File: src/rtl/apb_pkg.sv
// Shared APB definitions: master FSM states and the timer slave register map.
package apb_pkg;

  typedef enum logic [1:0] {
    IDLE   = 2'd0,
    SETUP  = 2'd1,
    ACCESS = 2'd2
  } apb_state_e;

  localparam logic [1:0] ADDR_TIMER = 2'd1;
  localparam logic [1:0] ADDR_CTRL  = 2'd2;

endpackage

File: src/rtl/apb_wait_watchdog.sv
// Saturating wait-state counter; flags expiry once TIMEOUT waits have elapsed.
module apb_wait_watchdog #(
  parameter int TIMEOUT = 15
) (
  input  logic PCLK,
  input  logic PRESETn,
  input  logic clr,
  input  logic inc,
  output logic expired
);

  localparam int            CW    = (TIMEOUT < 1) ? 1 : $clog2(TIMEOUT + 1);
  localparam logic [CW-1:0] LIMIT = CW'(TIMEOUT);

  logic [CW-1:0] wait_cnt;

  // Holds at LIMIT rather than wrapping so a stuck slave cannot re-arm the count.
  always_ff @(posedge PCLK or negedge PRESETn) begin
    if (!PRESETn)                       wait_cnt <= '0;
    else if (clr)                       wait_cnt <= '0;
    else if (inc && wait_cnt != LIMIT)  wait_cnt <= wait_cnt + 1'b1;
  end

  assign expired = (TIMEOUT != 0) && (wait_cnt == LIMIT);

endmodule

File: src/rtl/apb_master.sv
// APB3 initiator: single-beat local commands to APB transfers, with a one-cycle
// response pulse and a wait-state watchdog that aborts hung transfers.
module apb_master
  import apb_pkg::*;
#(
  parameter int ADDR_W  = 2,
  parameter int DATA_W  = 8,
  parameter int TIMEOUT = 15
) (
  input  logic              PCLK,
  input  logic              PRESETn,
  input  logic              cmd_valid,
  output logic              cmd_ready,
  input  logic              cmd_write,
  input  logic [ADDR_W-1:0] cmd_addr,
  input  logic [DATA_W-1:0] cmd_wdata,
  output logic              rsp_valid,
  output logic [DATA_W-1:0] rsp_rdata,
  output logic              rsp_err,
  output logic              rsp_timeout,
  output logic              PSEL,
  output logic              PENABLE,
  output logic              PWRITE,
  output logic [ADDR_W-1:0] PADDR,
  output logic [DATA_W-1:0] PWDATA,
  input  logic [DATA_W-1:0] PRDATA,
  input  logic              PREADY,
  input  logic              PSLVERR
);

  apb_state_e state_q, state_d;
  logic       accept, done, abort, wd_expired;

  apb_wait_watchdog #(.TIMEOUT(TIMEOUT)) u_wdog (
    .PCLK    (PCLK),
    .PRESETn (PRESETn),
    .clr     (state_q == SETUP),
    .inc     (state_q == ACCESS && !PREADY),
    .expired (wd_expired)
  );

  assign cmd_ready = (state_q == IDLE) || (state_q == ACCESS && PREADY);
  assign accept    = cmd_valid && cmd_ready;
  assign done      = (state_q == ACCESS) && PREADY;
  // A ready slave on the expiry cycle still completes normally.
  assign abort     = (state_q == ACCESS) && !PREADY && wd_expired;

  always_comb begin
    state_d = state_q;
    case (state_q)
      IDLE:    if (accept) state_d = SETUP;
      SETUP:   state_d = ACCESS;
      ACCESS: begin
        if (done)       state_d = accept ? SETUP : IDLE;
        else if (abort) state_d = IDLE;
      end
      default: state_d = IDLE;
    endcase
  end

  always_ff @(posedge PCLK or negedge PRESETn) begin
    if (!PRESETn) state_q <= IDLE;
    else          state_q <= state_d;
  end

  // Bus strobes follow the next state so they line up with the state register.
  always_ff @(posedge PCLK or negedge PRESETn) begin
    if (!PRESETn) begin
      PSEL    <= 1'b0;
      PENABLE <= 1'b0;
      PWRITE  <= 1'b0;
      PADDR   <= '0;
      PWDATA  <= '0;
    end else begin
      PSEL    <= (state_d != IDLE);
      PENABLE <= (state_d == ACCESS);
      if (accept) begin
        PWRITE <= cmd_write;
        PADDR  <= cmd_addr;
        PWDATA <= cmd_write ? cmd_wdata : '0;
      end
    end
  end

  always_ff @(posedge PCLK or negedge PRESETn) begin
    if (!PRESETn) begin
      rsp_valid   <= 1'b0;
      rsp_rdata   <= '0;
      rsp_err     <= 1'b0;
      rsp_timeout <= 1'b0;
    end else begin
      rsp_valid   <= done || abort;
      rsp_rdata   <= (done && !PWRITE) ? PRDATA : '0;
      rsp_err     <= done ? PSLVERR : abort;
      rsp_timeout <= abort;
    end
  end

endmodule

File: config.mk
export PLATFORM = sky130hd
export DESIGN_NAME = apb_master
export DESIGN_NICKNAME = d
export VERILOG_FILES = /design/src/rtl/apb_pkg.sv /design/src/rtl/apb_wait_watchdog.sv /design/src/rtl/apb_master.sv
export SDC_FILE = /design/constraint.sdc
export NUM_CORES = 1
export LEC_CHECK = 0
export BUFFER_PORTS_ARGS = -buffer_cell sky130_fd_sc_hd__buf_2
export CORE_MARGIN = 2
export CORE_UTILIZATION = 40
export DETAILED_ROUTE_END_ITERATION = 16
export MAX_ROUTING_LAYER = met4
export PLACE_DENSITY = 0.68
export SLEW_MARGIN = 20
export SYNTH_ARGS = -nofsm -noshare
export SYNTH_HDL_FRONTEND = slang
export SYNTH_HIERARCHICAL = 1
export SYNTH_SLANG_ARGS = --single-unit
File: constraint.sdc
create_clock -name PCLK -period 2.89 [get_ports PCLK]
set_input_delay 0.578 -clock PCLK [delete_from_list [all_inputs] [get_ports PCLK]]
set_output_delay 0.578 -clock PCLK [all_outputs]
set_load 0.05 [all_outputs]
==> results of run 1 <==
[final timing paths]
check / start / end / slack (ps)
max in group asynchronous: PRESETn / PADDR[1] / 2210
hold reg to reg: PADDR[0] / PADDR[0] / 510
hold / removal: PRESETn / rsp_err / 260
setup reg to reg: state_q[1] / PWRITE / 1190
min in group PCLK: PRDATA[1] / rsp_rdata[1] / 450
setup / recovery: state_q[1] / cmd_ready / 1050
[through the flow]
| step | std cells | utilization | power, uW | setup WS [ps] | cell area, um^2 |
|---|---|---|---|---|---|
| 2_1_floorplan | 99 | - | 834 | 1050 | 1230 |
| 3_3_place_gp | 178 | 0.500 | 923 | 1000 | 1500 |
| 3_5_place_dp | 178 | 0.500 | 938 | 946 | 1500 |
| 4_1_cts | 186 | 0.527 | 1270 | 1030 | 1580 |
| 5_1_grt | 186 | 0.527 | 1330 | 979 | 1580 |
| 6_report | 186 | 0.527 | 1250 | 1050 | 1580 |
[registers in the layout (all words and copies together), names as in the netlist]
name / count
u_wdog/wait_cnt: 4
PSEL: 1
PWRITE: 1
PENABLE: 1
rsp_timeout: 1
rsp_err: 1
rsp_rdata: 8
PWDATA: 8
rsp_valid: 1
PADDR: 2
state_q: 2
[synthesized netlist by cell type]
cell	count
dfrtp_1	30
mux2_2	3
ha_1	1
buf_6	1
nand4_1	1
nor3b_4	1
nor3b_2	1
nor2b_1	3
a21oi_1	2
nor2b_2	1
buf_1	1
nor2_1	6
and3_4	1
a21o_1	2
mux2_4	1
mux2i_1	10
and2_1	9
nor3_1	1
nor2b_4	1
and4b_2	1
nand2b_1	3
or2_0	1
nand2_1	8
inv_1	8
o21ai_0	1
or2_1	1
[cell families after synthesis]
| family | Yosys count |
|---|---|
| fa+ha+maj | 1 |
| flops | 30 |
| simple gates | 39 |
| mux | 14 |
| buf+inv | 10 |
| compound gates | 5 |
[power groups by stage]
| stage | logic [uW] | clock network [uW] | registers [uW] |
|---|---|---|---|
| after global routing | 427 | 365 | 534 |
| after global placement | 392 | 0 | 531 |
| after detailed placement | 405 | 0 | 532 |
| after floorplan | 133 | 0 | 701 |
| final | 399 | 330 | 524 |
| after CTS | 406 | 342 | 525 |
[critical path: cells and delay by family, from the launching register on]
kind	cells	cell delay, ps
buffers and inverters	1	270
AND/OR/NAND/NOR	2	260
flip-flops	1	410
[layout make-up]
cell class | count | area [um^2] | share of cell area
inverter | 8 | 30.0 | 0.0190
clock buffer | 5 | 37.5 | 0.0237
tap | 33 | 41.3 | 0.0261
clock inverter | 3 | 45.0 | 0.0285
sequential | 30 | 751 | 0.474
timing repair buffer | 48 | 240 | 0.152
multi-input combinational | 59 | 438 | 0.277
[routing by layer]
metal | part of all wire | global-route usage
met1 | 0.40 | 0.151
met2 | 0.49 | 0.239
met5 | 0 | -
met3 | 0.095 | 0.0721
met4 | 0.010 | 0.0667
==> flow_summary.ini, run 1 <==
[power]
power_density_nw_per_um2 = 791
p_switching_uw = 467
cellLeakagePower_uw = 0.000859
clockPowerShare = 0.263
internal_power_uw = 785
ir_drop_uv = 351
switching_share = 0.373
p_seq_frac = 0.418
combPwrFrac = 0.318

[place]
portBuffers = 48
dpl.hpwl_um = 1620
gp_congestion = 0.634

[synth]
synthAdderAreaFrac = 0.0101
synth_top_family_by_area = simple AND/OR/NAND/NOR gates
synth_top_area_frac = 0.609
syn-num-nets = 124
yosysSeqAreaShare = 0.609
synth_compound_area_frac = 0.0243
syn-mean-instance-area_um2 = 12.5
yosys-mux-area-fraction = 0.121
synth.ff_latch_count = 30
synthXorXnorAreaFrac = 0
yosys.cell_types.count = 26
synth_area_um2 = 1230
yosysWarningCount = 6
synthCells = 99
yosysTopAreaCell = dfrtp_1
ys_top_cells_by_area = dfrtp_1, mux2i_1, and2_1
synthSimpleGateAreaFrac = 0.200

[clocking]
cts_buffer_depth = 2
post-cts-setup-buffer-count = 0
tritoncts = built
cts_resized = 0
clk_transition_reported_paths_ps = 100
h-tree-depth = 2
ctsHoldBuffers = 0
clockRootBuffer = clkbuf_4
cts-buffers-inserted = 5
clock_latency_ps = 320
clock-sinks = 30

[global_routing]
gr-usage-all-layers = 0.148
grt_overflow = 0
antenna_found_initial = 0
grt_max_degree = 31
grt_pass1_wl_um = 3670
grt_pass1_vias = 907

[timing]
min_period_ps = 1840
final.setup.tns_ps = 0
slew_viol_final = 0
min_period_over_period = 0.636
holdWs_ps = 262
rsz0062_at_grt = false
fmax_mhz = 544
tightest_slew_ps = 695
setup_viol = 0
hold_violations = 0
clock_skew_ps = 7.16
relSlewSlack = 0.536

[drt]
drc = 0
ant_nets = 0
vias = 869
first_iter_violations = 24
drt_first_pass_iters = 3
routed_wl_um = 2150
vias_per_cell = 4.67
wl_per_cell_um = 11.6

[finish]
nFillCells = 276
layout_common_cells = buf_2, dfrtp_1, mux2i_1
final_common_cell = buf_2
layout-drive-gt1-share = 0.431
num-nets-final = 177
areaGrowthSynthToFinish_pct = 28.3
diodes = 0

[floorplan]
fp.dieArea_um2 = 3540
rows = 20
fp.dieW_um = 59.5
top_level_ports = 49
coreArea_um2 = 3000
initial_core_util = 0.411
die_y_um = 59.5

[run]
max_cap_violations = 0

[critical_path]
crit_chain = nor2b_2 > nor2_1 > buf_2
worstSetupPathType = reg2out
crit_path_top_delay_cell = dfrtp_1
r2r_cells = 3
critPathArrivalTime_ps = 1260
cpPeakStageDelay_ps = 410
path_max_fanout = 4
cp.required_ps = 2310
crit_path_end_kind = output port
startpoint_type = flop

[hold_path]
hold_class = in2async

[run_status]
status = finished clean
No activity file was read; power rests on OpenSTA's default activity.
==> inputs of run 2 (changes only) <==
PLACE_DENSITY = 0.71   (was 0.68)
clock period = 1.63 ns   (was 2.89 ns; I/O delays follow)
==> run 2 against run 1 <==
Via count increased by 1.6%; clock power up 34%; setup slack got worse by 940 ps.
==> flow_summary.ini, run 2 (same netlist as run 1, synthesis figures left out) <==
[clocking]
tritoncts = built
h-tree-depth = 2
ctsHoldBuffers = 0
cts_buffer_depth = 2
clock_latency_ps = 310
cts_resized = 0
cts-buffers-inserted = 5
clk_transition_reported_paths_ps = 90
clockRootBuffer = clkbuf_4
post-cts-setup-buffer-count = 0
clock-sinks = 30

[finish]
top_regs = PWDATA (8), rsp_rdata (8), u_wdog/wait_cnt (4)
layout_common_cells = buf_2, dfrtp_1, mux2i_1
layout-drive-gt1-share = 0.432
final_common_cell = buf_2
fin_cells = 188
areaGrowthSynthToFinish_pct = 27.9
diodes = 0
num-nets-final = 179

[drt]
vias = 883
first_iter_violations = 19
drc = 0
vias_per_cell = 4.70
ant_nets = 0
wl_per_cell_um = 12.0
drt_first_pass_iters = 4
routed_wl_um = 2250

[global_routing]
grt_max_degree = 31
grt_pass1_wl_um = 3620
antenna_found_initial = 0
gr-usage-all-layers = 0.150
grt_overflow = 0
grt_pass1_vias = 846

[timing]
finalWorstSetupSlack_ps = 114
rsz0062_at_grt = false
clock_skew_ps = 9.99
fmax_mhz = 660
relSlewSlack = 0.577
holdWs_ps = 29.2
min_period_over_period = 0.930
slew_viol_final = 0
final.setup.tns_ps = 0
min_period_ps = 1520
setup_viol = 0
tightest_slew_ps = 634
hold_violations = 0

[critical_path]
cp.required_ps = 1300
cpPeakStageDelay_ps = 410
cp.buffers_inverters = 1
startpoint_type = flop
crit_path_top_delay_cell = dfrtp_1
crit_path_end_kind = output port
critPathArrivalTime_ps = 1190
critical_path.top_delay_family = flip-flops
worstSetupPathType = reg2out
path_max_fanout = 4
crit_chain = nor2b_2 > nor2_1 > buf_4

[run]
max_cap_violations = 0

[power]
ir_drop_uv = 783
power_density_nw_per_um2 = 1330
cellLeakagePower_uw = 0.000868

[floorplan]
top_level_ports = 49
coreArea_um2 = 3000
die_y_um = 59.5
fp.dieArea_um2 = 3540
fp.dieW_um = 59.5
initial_core_util = 0.411
rows = 20

[hold_path]
hold_class = in2async

[place]
portBuffers = 48
dpl.hpwl_um = 1710
gp_congestion = 0.751
place_inst = 180
dp_slack_ps = 178

[run_status]
status = finished clean
run 2: path summary, 6_finish.rpt:
kind                                  from                 end  slack (ps)  cells after the start
worst max register to register  state_q[0]  u_wdog/wait_cnt[0]         170                      4
min in group PCLK                PRDATA[0]        rsp_rdata[0]         220                      2
worst max-delay path            state_q[1]           cmd_ready         110                      3
max in group asynchronous          PRESETn           PWDATA[0]        1180                      1
worst min register to register    PADDR[0]            PADDR[0]         510                      1
worst min-delay path               PRESETn        rsp_rdata[0]          30                      1
run 2: where the power goes:
| part | internal (uW) | switching, uW | total (uW) |
|---|---|---|---|
| clock network | 209 | 234 | 443 |
| registers | 859 | 68.6 | 928 |
| logic | 220 | 500 | 720 |
run 2: through the flow:
stage | utilization | instance area, um^2 | total power (uW)
final | 0.525 | 1580 | 2090
after floorplan | - | 1230 | 1480
after global routing | 0.525 | 1580 | 2220
after CTS | 0.525 | 1580 | 2120
after global placement | 0.505 | 1520 | 1650
after detailed placement | 0.505 | 1520 | 1670
run 2: cell type report:
cell class	count	area, um^2
well taps	33	41.3
inverters	8	30.0
multi-input cells	59	438
repair buffers	50	258
clock inverters	1	5.00
fillers	278	1430
clock buffers	7	55.1
flip-flops and latches	30	751
run 2: routing by layer:
metal / share of wire / global-route usage / up-vias
met2: 0.49 / 0.229 / 30
met1: 0.42 / 0.169 / 420
met4: 0.021 / 0.0857 / 0
met3: 0.067 / 0.0546 / 6
li1: - / - / 427
met5: 0 / - / -
